## src/rtl/pong_pkg.sv

```systemverilog
// Shared definitions for the pong delay scheduling layer: FSM state
// encoding and default sizing of the shared delay counter.
package pong_pkg;

  typedef enum logic [1:0] {
    S_IDLE  = 2'd0,
    S_COUNT = 2'd1,
    S_DONE  = 2'd2
  } state_t;

  localparam int NUM_REQ_DEF = 3;
  localparam int CNT_W_DEF   = 24;

endpackage

```

## src/rtl/delay_scheduler_rr_pick.sv

```systemverilog
// Round-robin picker: returns the first set request bit found when
// searching from ptr upwards, wrapping modulo NUM_REQ.
module rr_pick
  import pong_pkg::*;
#(
  parameter int NUM_REQ = NUM_REQ_DEF,
  parameter int IDX_W   = $clog2(NUM_REQ)
) (
  input  logic [NUM_REQ-1:0] req,
  input  logic [IDX_W-1:0]   ptr,
  output logic [IDX_W-1:0]   idx,
  output logic               vld
);

  logic [IDX_W-1:0] pos;

  // Scan ptr, ptr+1, ... and latch onto the first requester found
  always_comb begin
    idx = '0;
    vld = 1'b0;
    pos = '0;
    for (int k = 0; k < NUM_REQ; k++) begin
      pos = IDX_W'((int'(ptr) + k) % NUM_REQ);
      if (!vld && req[pos]) begin
        vld = 1'b1;
        idx = pos;
      end
    end
  end

endmodule

```

## src/rtl/delay_scheduler.sv

```systemverilog
// Shares one down-counter between NUM_REQ requesters. A round-robin
// winner is granted the counter, its delay length is loaded at grant
// time, and a one-cycle done pulse is returned when the count expires.
// Dropping the request mid-count aborts silently.
module delay_scheduler
  import pong_pkg::*;
#(
  parameter int NUM_REQ = NUM_REQ_DEF,
  parameter int CNT_W   = CNT_W_DEF
) (
  input  logic                     CLK_100MHz,
  input  logic                     Reset,
  input  logic [NUM_REQ-1:0]       req,
  input  logic [NUM_REQ*CNT_W-1:0] delay_len,
  output logic [NUM_REQ-1:0]       grant,
  output logic [NUM_REQ-1:0]       done,
  output logic                     busy
);

  localparam int IDX_W = $clog2(NUM_REQ);

  state_t             state, state_nxt;
  logic [NUM_REQ-1:0] grant_nxt, done_nxt;
  logic [CNT_W-1:0]   cnt, cnt_nxt, len_sel;
  logic [IDX_W-1:0]   ptr, ptr_nxt;
  logic [IDX_W-1:0]   owner, owner_nxt, owner_inc;
  logic [IDX_W-1:0]   pick_idx;
  logic               pick_vld;

  rr_pick #(
    .NUM_REQ (NUM_REQ),
    .IDX_W   (IDX_W)
  ) u_rr_pick (
    .req (req),
    .ptr (ptr),
    .idx (pick_idx),
    .vld (pick_vld)
  );

  // Select the delay length belonging to the current round-robin winner
  always_comb begin
    len_sel = '0;
    for (int i = 0; i < NUM_REQ; i++) begin
      if (pick_idx == IDX_W'(i)) begin
        len_sel = delay_len[i*CNT_W +: CNT_W];
      end
    end
  end

  // Pointer value that starts the next search just past the current owner
  always_comb begin
    owner_inc = (owner == IDX_W'(NUM_REQ - 1)) ? '0 : owner + 1'b1;
  end

  // Next-state and registered-output logic
  always_comb begin
    state_nxt = state;
    grant_nxt = grant;
    done_nxt  = '0;
    cnt_nxt   = cnt;
    ptr_nxt   = ptr;
    owner_nxt = owner;
    case (state)
      S_IDLE: begin
        if (pick_vld) begin
          state_nxt = S_COUNT;
          grant_nxt = NUM_REQ'(1) << pick_idx;
          cnt_nxt   = len_sel;
          owner_nxt = pick_idx;
        end
      end
      S_COUNT: begin
        // A dropped request wins over expiry on the same edge
        if (!req[owner]) begin
          state_nxt = S_IDLE;
          grant_nxt = '0;
          ptr_nxt   = owner_inc;
        end else if (cnt == '0) begin
          state_nxt = S_DONE;
          done_nxt  = grant;
        end else begin
          cnt_nxt = cnt - 1'b1;
        end
      end
      S_DONE: begin
        // Request level is ignored here; done has already been issued
        state_nxt = S_IDLE;
        grant_nxt = '0;
        ptr_nxt   = owner_inc;
      end
      default: begin
        state_nxt = S_IDLE;
        grant_nxt = '0;
      end
    endcase
  end

  // State, counter and output registers with synchronous reset
  always_ff @(posedge CLK_100MHz) begin
    if (Reset) begin
      state <= S_IDLE;
      grant <= '0;
      done  <= '0;
      busy  <= 1'b0;
      cnt   <= '0;
      ptr   <= '0;
      owner <= '0;
    end else begin
      state <= state_nxt;
      grant <= grant_nxt;
      done  <= done_nxt;
      busy  <= (state_nxt != S_IDLE);
      cnt   <= cnt_nxt;
      ptr   <= ptr_nxt;
      owner <= owner_nxt;
    end
  end

endmodule

```

## config.mk

```make
export PLATFORM = sky130hd
export DESIGN_NAME = delay_scheduler
export DESIGN_NICKNAME = d
export VERILOG_FILES = /design/src/rtl/pong_pkg.sv /design/src/rtl/delay_scheduler_rr_pick.sv /design/src/rtl/delay_scheduler.sv
export SDC_FILE = /design/constraint.sdc
export NUM_CORES = 1
export LEC_CHECK = 0
export ABC_AREA = 1
export CAP_MARGIN = 10
export CORE_ASPECT_RATIO = 2
export CORE_MARGIN = 8
export CORE_UTILIZATION = 35
export DETAILED_ROUTE_END_ITERATION = 10
export MAX_ROUTING_LAYER = met4
export SLEW_MARGIN = 0
export SYNTH_ARGS = -nofsm -noshare
export SYNTH_HDL_FRONTEND = slang
export SYNTH_SLANG_ARGS = --single-unit
```

## constraint.sdc

```tcl
create_clock -name CLK_100MHz -period 2.6 [get_ports CLK_100MHz]
set_clock_uncertainty 0.2 [all_clocks]
set_input_delay 0.26 -clock CLK_100MHz [delete_from_list [all_inputs] [get_ports CLK_100MHz]]
set_output_delay 0.26 -clock CLK_100MHz [all_outputs]
set_load 0.02 [all_outputs]
```

* Yosys cells after proc, flatten, opt, wreduce, memory -nomap -nowiden
Cells that the tools add are included.
** Word-level totals
- Bits in registers :: 37
- Bits of input ports :: 77
- Word-level logic and storage cells :: 77
** Operators by class
- Add/sub/neg operators :: 4
- Divide/modulo/power cells :: 3
- Magnitude comparators :: 4
- Equal/unequal tests :: 9
- Shift operators :: 1
- Muxes and demuxes :: 31
- Bitwise gates (word level) :: 3
- Reduce and logical (&&, ||, !) cells :: 15
** Operators with widths (number)
- $mux 24 :: 6
- $mod 32x3->32 const B :: 2
- $pmux 24 s2 :: 1
- $mod 3x3->32 const B :: 1
- $logic_not 24->1 :: 1
- $sub 24x1->24 const B :: 1
- $mux 2 :: 8
- $lt 2x3->1 const B :: 4
- $bmux 1 s2 :: 4
- $ne 2x2->1 const B :: 4
- $pmux 2 s2 :: 2
- $mux 1 :: 7
- $eq 2x2->1 const B :: 3
- $mux 3 :: 2
- $pmux 3 s2 :: 1
- $reduce_and 2->1 :: 3
- $reduce_bool 2->1 :: 3
- $eq 2x1->1 const B :: 2
- $logic_not 2->1 :: 2
- $reduce_and 4->1 :: 1
- $reduce_or 4->1 :: 1
- $add 2x1->3 const B :: 1
- $add 2x2->3 const B :: 1
- $not 1->1 :: 3
- 4 further kinds :: 6

* Logic depth before layout (Yosys ltp)
Gate-level depths: netlist (run 1).
- Word-level depth :: 16
- Depth in mapped cells :: 16
- Mapped depth without buffers :: 16

* Cells and area by module
From an unflattened synthesis (run 1), not the netlist that was laid out.
** Unflattened totals
- Cells, all modules :: 560
- Area, all modules :: 3070.4 µm²
** By module, submodules not included
- delay_scheduler :: instances 1, cells an instance 509, area each 2830.2 µm², sequential area each 740.7 µm²
- rr_pick :: instances 1, cells an instance 51, area each 240.2 µm², sequential area each 0.0 µm²

* Worst setup path before layout (run 1)
OpenSTA, ideal clock, no wires.
- Path type :: register -> register
- From :: register ptr[0]
- To :: register cnt[13]
- Setup time :: 0.117 ns
- Arrival time :: 1.869 ns
- Path slack :: 0.414 ns
- Cell stages (with the launch flop) :: 14
- Buffers on the path :: 2
- Cells stage by stage :: dfxtp_1 inv_1 ha_1 inv_2 nand2_1 nand2_1 a21oi_4 nand4_1 nand2_1 nand2_2 buf_6 buf_6 o21ai_0 nor2_1
** Between the ends
- Longest elaborated chain between the ends :: 16
** Ends and longest elaborated chain
- start: declaration :: RTL line delay_scheduler.sv:25 : logic [IDX_W-1:0] ptr, ptr_nxt;
- start signal: assignment :: RTL line delay_scheduler.sv:114 : ptr <= ptr_nxt;
- parallel branches: the longest is 16 deep, another holds $mod 32x3->32
- end signal: assignment :: RTL line delay_scheduler.sv:113 : cnt <= cnt_nxt;
- end: declaration :: RTL line delay_scheduler.sv:24 : logic [CNT_W-1:0] cnt, cnt_nxt, len_sel;
Parallel ways; which one is timed is not known. The select of a mux whose other input is x is not followed.
A chain may end at the register's enable or synchronous reset.

* Worst setup path after layout (run 1)
- From :: register ptr[0]
- To :: register cnt[3]
The elaborated chain is that of the path after synthesis.

==> results.md, run 1 <==
- Clock Latency Late Sink: ~0.28 ns
- Max cap viols: 0
- Vias per inst: 4.99
- Fin crit share: 90.9%
- Distinct cells, synth: 35
- CP Class: register to register
- Final Hold Vio Count: 0
- R2R cell count: 13
- Drt initial violations: 142
- CTS max path bufs: 2
- Pwr Total: 4.57 mW
- Register area: 742 um^2
- Post-DR wirelength/cell: 14.5 um
- Global-route wire length before repair: 15.1 mm
- Overall global routing resource usage: 17.1%
- H-tree levels: 2
- Vias in the first global route: 3331
- Die H: 143 um
- Core area: 0.00789 mm^2
- Die Footprint: 0.0114 mm^2
- Multi-input gate area: 0.00179 mm^2
- Lkg Pwr: 1.79 nW
- Post-place setup slack: 0.0810 ns
- CTS sink count: 37
- CTS tree: done
- Fillers: 829
- Yosys reg bits: 37
- Syn Area/Cell: 5.84 um^2
- Hold path endpoint: done[1]$_SDFF_PP0_
- Fmax: 423 MHz
- Final TNS setup: 0 ns
- Power density over cell area: 1150 mW/mm^2
- Routed WL: 9.65 mm
- RSZ-0062 raised after global routing: false
- Final Wtd Congestion: 0.867
- VDD IR max: 0.477 mV
- Total grt overflow: 0
- Ports: 84
- Clock-pin slew on the worst setup and hold paths: 0.05 ns
- Cells after synthesis: a little under 500
- Slowest CP cell: dfxtp_1
- Hold Path Origin: grant[1]$_SDFFE_PP0P_
- Dpl cell area: about 0.0038 mm^2
- Max Slew Vio Count: 0
- Fraction of layout cells with a size suffix above 1: 7.18%
- Cell area after layout: between 0.003 and 0.004 mm^2
- Cts-stage hold buffer count: 0
- CP required: 2.61 ns
- Largest net degree at the start of global routing: 36
- Post-route ant nets: 0
- Detailed Place HPWL: slightly below 8 mm
- DRT Pass-1 Iters: 6
- Mapped Area: about 0.0028 mm^2
- Num CTS Buffers: 5
- Hold depth: 2
- Root buf cell: clkbuf_16
- Synth-to-layout area growth: 39.7%
- Worst-path cell chain: inv_1 -> ha_4 -> inv_2 -> nand2_1 -> nand2_1 -> a21oi_4 -> nand4_1 -> nand2_4 -> buf_6 -> nand2_1 -> nand3_1 -> o211ai_1 -> a21oi_1
- WP data arrival: 2.37 ns
- Largest stage delay, worst path: around 0.33 ns
- Worst Hold Class: register to register
- Outcome: completed
- I/O Buffers: 83
- Actual slew at the worst max-slew pin: around 0.39 ns
- Num rows: 46
- Final setup viols: 0
- Initial core utilization: 36.0%
- Final WS setup: around 0.24 ns
- Crit Path Max Fanout: 16
- Initial antenna violation count: 0
- Startpoint Class: register
- Antenna diodes: 0
- Number of remaining DRC errors: 0
- CP Capture Type: register
- Min cycle time layout: between 2 and 2.5 ns
- Routed via count: 3327
- Warnings from Yosys: 0
- R2R Path End: cnt[3]$_SDFFE_PP0P_
- Worst slew margin: 74.0%
- Most frequent cell on the critical path: nand2_1
- R2R Path Start: ptr[0]$_SDFFE_PP0P_
- Reg2Reg Setup Slack: 0.24 ns
- Post-synthesis sequential area ratio: 26.1%
- Die X-Extent: about 80 um
- Fin nets: 651
- Post-synthesis net count: 567
[timing repair]
action / 4_1_cts / 5_1_grt
gates resized for setup: 0 / 6
buffers inserted: 0 / 2
setup endpoints to repair: 0 / 24
[worst max-delay path, delay by kind of cell (launching register included)]
family	cells	cell delay, ns
flip-flops	1	0.33
AO/OA/AOI/OAI	3	0.47
AND/OR/NAND/NOR	6	0.65
adder cells (fa/ha/maj)	1	0.32
buffers and inverters	3	0.31
[how the worst max path moves through the flow]
stage                         from                   end  slack (ns)  cells past startpoint
2_1_floorplan  ptr[0]$_SDFFE_PP0P_  cnt[13]$_SDFFE_PP0P_        0.41                     13
3_3_place_gp                req[2]   cnt[7]$_SDFFE_PP0P_        0.16                     13
3_5_place_dp   ptr[0]$_SDFFE_PP0P_   cnt[3]$_SDFFE_PP0P_        0.08                     13
4_1_cts        ptr[0]$_SDFFE_PP0P_   cnt[3]$_SDFFE_PP0P_        0.08                     13
5_1_grt        ptr[0]$_SDFFE_PP0P_   cnt[3]$_SDFFE_PP0P_       0.002                     13
6_report       ptr[0]$_SDFFE_PP0P_   cnt[3]$_SDFFE_PP0P_        0.24                     13
[cell usage after synthesis (all sizes together)]
master  count  share of area, %
nand2     142                20
o22ai       2              0.44
and2        1              0.22
nand3      46               8.3
nand4       7               1.8
a21boi      1              0.26
nor2       64               9.3
clkinv      1              0.13
ha          4               1.8
buf        11               3.2
xnor2       2              0.62
a21oi      45               8.5
o211ai      4               1.1
nor4        1              0.22
xor2        1              0.31
or2         3              0.66
nor3        3              0.53
dfxtp      37                26
clkbuf      7              0.93
inv        55               7.3
o21ai      49               8.8
[layer usage]
layer,global-route usage [%],part of all wire [%]
met1,15.2,34
met2,34.0,61
met3,2.44,2.4
met4,6.49,2.6
met5,-,0
[layout make-up]
class                   count  share of cell area [%]
multi-input cells         375                    45.2
repair buffers             95                    24.3
flip-flops and latches     37                    18.7
inverters                  56                    5.30
clock buffers               6                    3.25
well taps                  96                    3.03
clock inverters             2                   0.253
[where the power goes]
part           leakage (nW)  switching, mW  internal [mW]
Combinational          1.41           1.85           1.18
Sequential            0.306          0.186          0.771
Clock                0.0706          0.227          0.352
Total                  1.79           2.27           2.31
[cells in the final DEF, fill, tap and decap left out, types with 2 or more instances in the layout]
| cell type | Yosys | layout |
|---|---|---|
| o22ai_1 | 2 | 2 |
| clkinv_2 | 0 | 2 |
| o211ai_1 | 4 | 4 |
| clkdlybuf4s50_1 | 0 | 83 |
| o21ai_1 | 5 | 6 |
| nand3_1 | 45 | 45 |
| buf_4 | 4 | 8 |
| nor2_2 | 3 | 3 |
| nand2_2 | 4 | 4 |
| nor3_1 | 3 | 3 |
| nor2_1 | 60 | 60 |
| nand2_1 | 136 | 136 |
| inv_2 | 3 | 3 |
| xnor2_1 | 2 | 2 |
| or2_2 | 2 | 2 |
| buf_12 | 0 | 3 |
| a21oi_1 | 43 | 43 |
| clkbuf_16 | 0 | 5 |
| inv_1 | 52 | 52 |
| o21ai_0 | 43 | 42 |
| ha_1 | 4 | 3 |
| nand4_1 | 6 | 6 |
| dfxtp_1 | 37 | 36 |
[cells by family (layout without fill, tap and decap cells)]
family | after synthesis | in the layout | synth area share [%]
compound gates | 101 | 101 | 19.0
xor+xnor | 3 | 3 | 0.927
fa+ha+maj | 4 | 4 | 1.76
flops | 37 | 37 | 26.1
simple gates | 267 | 267 | 40.7
buf+inv | 74 | 159 | 11.5
[metrics by stage]
step           hold WS, ns  util (%)  std cells
2_1_floorplan        0.266         -        486
3_3_place_gp         0.243      47.8        657
3_5_place_dp         0.242      47.8        657
4_1_cts              0.251      49.6        665
5_1_grt              0.282      50.3        667
6_report             0.250      50.3        667
[state kept, by name, summed over array words and instances (netlist names)]
register and cells:
busy 1, done 3, cnt 24, state 2
ptr 2, owner 2, grant 3
Power figures use the tool's default switching activity.
==> run 2, diff against run 1 <==
clock period = 2.5 ns   (was 2.6 ns; I/O delays follow)
==> run 2 against run 1 <==
Against the previous run: worst hold slack worse by 0.0049 ns; highest routed layer unchanged; sequential share of layout area decreased by 0.52 points; critical path depth is 1 lower; worst setup slack worse by 0.11 ns; critical path type unchanged; global-route usage grew 0.67 points; power grew 9.1%; largest cell class unchanged; die area unchanged; first-iteration DRC count fell by 7.7%; count of clock-buffer cells in the layout is 1 higher; clock power is 15% higher; final area grew 2.9%.
==> results.md, run 2 (same netlist as run 1, synthesis figures left out) <==
- Core area: 0.00789 mm^2 (unchanged)
- Post-route ant nets: 0 (unchanged)
- Detailed Place HPWL: 7.88 mm (+1.6%)
- Vias per inst: 5.02 (+0.66%)
- Routed via count: 3379 (+1.6%)
- Largest regs: cnt x24, done x3, grant x3
- Hold depth: 2 (unchanged)
- Final TNS setup: 0 ns (unchanged)
- Num CTS Buffers: 5 (unchanged)
- Top reg by flops: cnt
- Cell area after layout: 0.00408 mm^2 (+2.9%)
- Clock-pin slew on the worst setup and hold paths: 0.06 ns (about the same)
- Routed WL: 10.1 mm (+4.5%)
- Power density over cell area: 1220 mW/mm^2 (+6.0%)
- Global-route wire length before repair: 15.6 mm (+3.3%)
- Antenna diodes: 0 (unchanged)
- Fraction of layout cells with a size suffix above 1: 9.01% (+1.8 points)
- Reg2Reg Setup Slack: 0.12 ns (-0.11 ns)
- Post-DR wirelength/cell: 15.0 um (+3.6%)
- Die X-Extent: 79.7 um (unchanged)
- R2R Path End: cnt[6]$_SDFFE_PP0P_
- Fin nets: 657 (+0.92%)
- Post-place setup slack: 0.0587 ns (-0.0224 ns)
- WP data arrival: 2.34 ns (-0.03 ns)
- Dpl cell area: 0.00383 mm^2 (+1.7%)
- CP Capture Type: register
- Worst Hold Class: register to register
- Synth-to-layout area growth: 43.8%
- Fmax: 421 MHz (-0.55%)
- Startpoint Class: register
- Vias in the first global route: 3394 (+1.9%)
- Overall global routing resource usage: 17.7% (+0.67 points)
- Max cap viols: 0 (unchanged)
- Root buf cell: clkbuf_16
- Drt initial violations: 131 (-7.7%)
- DRT Pass-1 Iters: 6 (unchanged)
- Most frequent cells in the layout: 135 x nand2_1, 83 x clkdlybuf4s50_1, 60 x nor2_1, 51 x inv_1, 44 x nand3_1
- Max Slew Vio Count: 0 (unchanged)
- I/O Buffers: 83 (unchanged)
- Final WS setup: 0.124 ns (-0.113 ns)
- Crit Path Max Fanout: 19 (+3)
- Ports: 84 (unchanged)
- Num rows: 46 (unchanged)
- CTS max path bufs: 2 (unchanged)
- CTS sink count: 37 (unchanged)
- Hold Path Origin: grant[1]$_SDFFE_PP0P_
- Final Hold Vio Count: 0 (unchanged)
- Number of flip-flops under the largest register name: 24 (unchanged)
- Total grt overflow: 0 (unchanged)
- CP Class: register to register
- CTS tree: done
- H-tree levels: 2 (unchanged)
- Initial antenna violation count: 0 (unchanged)
- Outcome: completed
- Cts-stage hold buffer count: 0 (unchanged)
- Clock Latency Late Sink: 0.28 ns (about the same)
- Number of remaining DRC errors: 0 (unchanged)
- Largest net degree at the start of global routing: 36 (unchanged)
- R2R Path Start: cnt[0]$_SDFFE_PP0P_
- Die H: 143 um (unchanged)
- Lkg Pwr: 1.83 nW (+2.5%)
- Worst slew margin: 63.6% (-10 points)
- Most common cell after layout, fill and taps aside: nand2_1
- Actual slew at the worst max-slew pin: 0.546 ns (+0.156 ns)
- Final setup viols: 0 (unchanged)
- Die Footprint: 0.0114 mm^2 (unchanged)
- VDD IR max: 0.664 mV (+39%)
- Final Wtd Congestion: 0.921 (+6.2%)
- Hold path endpoint: done[1]$_SDFF_PP0_
- Fin crit share: 95.1% (+4.2 points)
- R2R cell count: 12 (-1)
- Min cycle time layout: 2.38 ns (+0.0130 ns)
- Core Util, Final: 51.7% (+1.4 points)
- Initial core utilization: 36.0% (unchanged)
- CP required: 2.46 ns (-0.15 ns)
run 2: changes by cell type in the layout (fill, tap and decap cells not counted), sizes merged:
cell / previous run / this run
clkinv: 3 / 2
nor2: 64 / 65
clkbuf: 6 / 7
buf: 12 / 17
run 2: area by class of cell:
class / count / area, um^2
fillers: 833 / 3810
multi-input cells: 376 / 1830
repair buffers: 100 / 1020
flip-flops and latches: 37 / 742
inverters: 56 / 213
clock buffers: 7 / 153
well taps: 96 / 120
clock inverters: 1 / 5.00
run 2: timing repair:
action / in CTS / in global routing
buffers inserted: 0 / 2
endpoints found under the setup margin: 0 / 22
hold endpoints to repair: 0 / 0
resized for setup: 0 / 15
run 2: layer usage:
layer / global-route usage [%] / vias to the layer above / wire length [um]
met1: 14.9 / 1553 / 3370
met2: 35.8 / 52 / 6140
li1: - / 1753 / -
met4: 7.77 / 0 / 329
met3: 2.69 / 21 / 244
met5: - / - / 0
run 2: per-stage QoR:
| step | std cells | hold slack (ns) | power [mW] |
|---|---|---|---|
| final | 673 | 0.245 | 4.99 |
| after global routing | 673 | 0.280 | 5.48 |
| after CTS | 670 | 0.252 | 4.83 |
| after detailed placement | 662 | 0.245 | 4.15 |
| after global placement | 662 | 0.243 | 4.12 |
| after floorplan | 486 | 0.265 | 3.21 |
run 2: worst max-delay path by stage:
stage | startpoint | endpoint
after detailed placement | req[2] | cnt[1]$_SDFFE_PP0P_
after CTS | ptr[0]$_SDFFE_PP0P_ | cnt[7]$_SDFFE_PP0P_
final | cnt[0]$_SDFFE_PP0P_ | cnt[6]$_SDFFE_PP0P_
after floorplan | ptr[0]$_SDFFE_PP0P_ | cnt[13]$_SDFFE_PP0P_
after global placement | req[2] | cnt[1]$_SDFFE_PP0P_
after global routing | ptr[1]$_SDFFE_PP0P_ | cnt[1]$_SDFFE_PP0P_
run 2: critical path: stages (launching register included):
cell and delay (ns):
dfxtp_1 0.33, inv_1 0.06, ha_1 0.22, nand3_2 0.13, nor2_2 0.18, nand3_2 0.12
nor2_4 0.14, nand2_2 0.11, o21ai_2 0.16, nand2_2 0.10, buf_4 0.21, o21ai_0 0.24
a21oi_1 0.06
run 2: report_power, final:
group	total [mW]	internal, mW	switching (mW)
clock	0.665	0.422	0.242
combinational	3.33	1.28	2.05
sequential	0.994	0.802	0.192
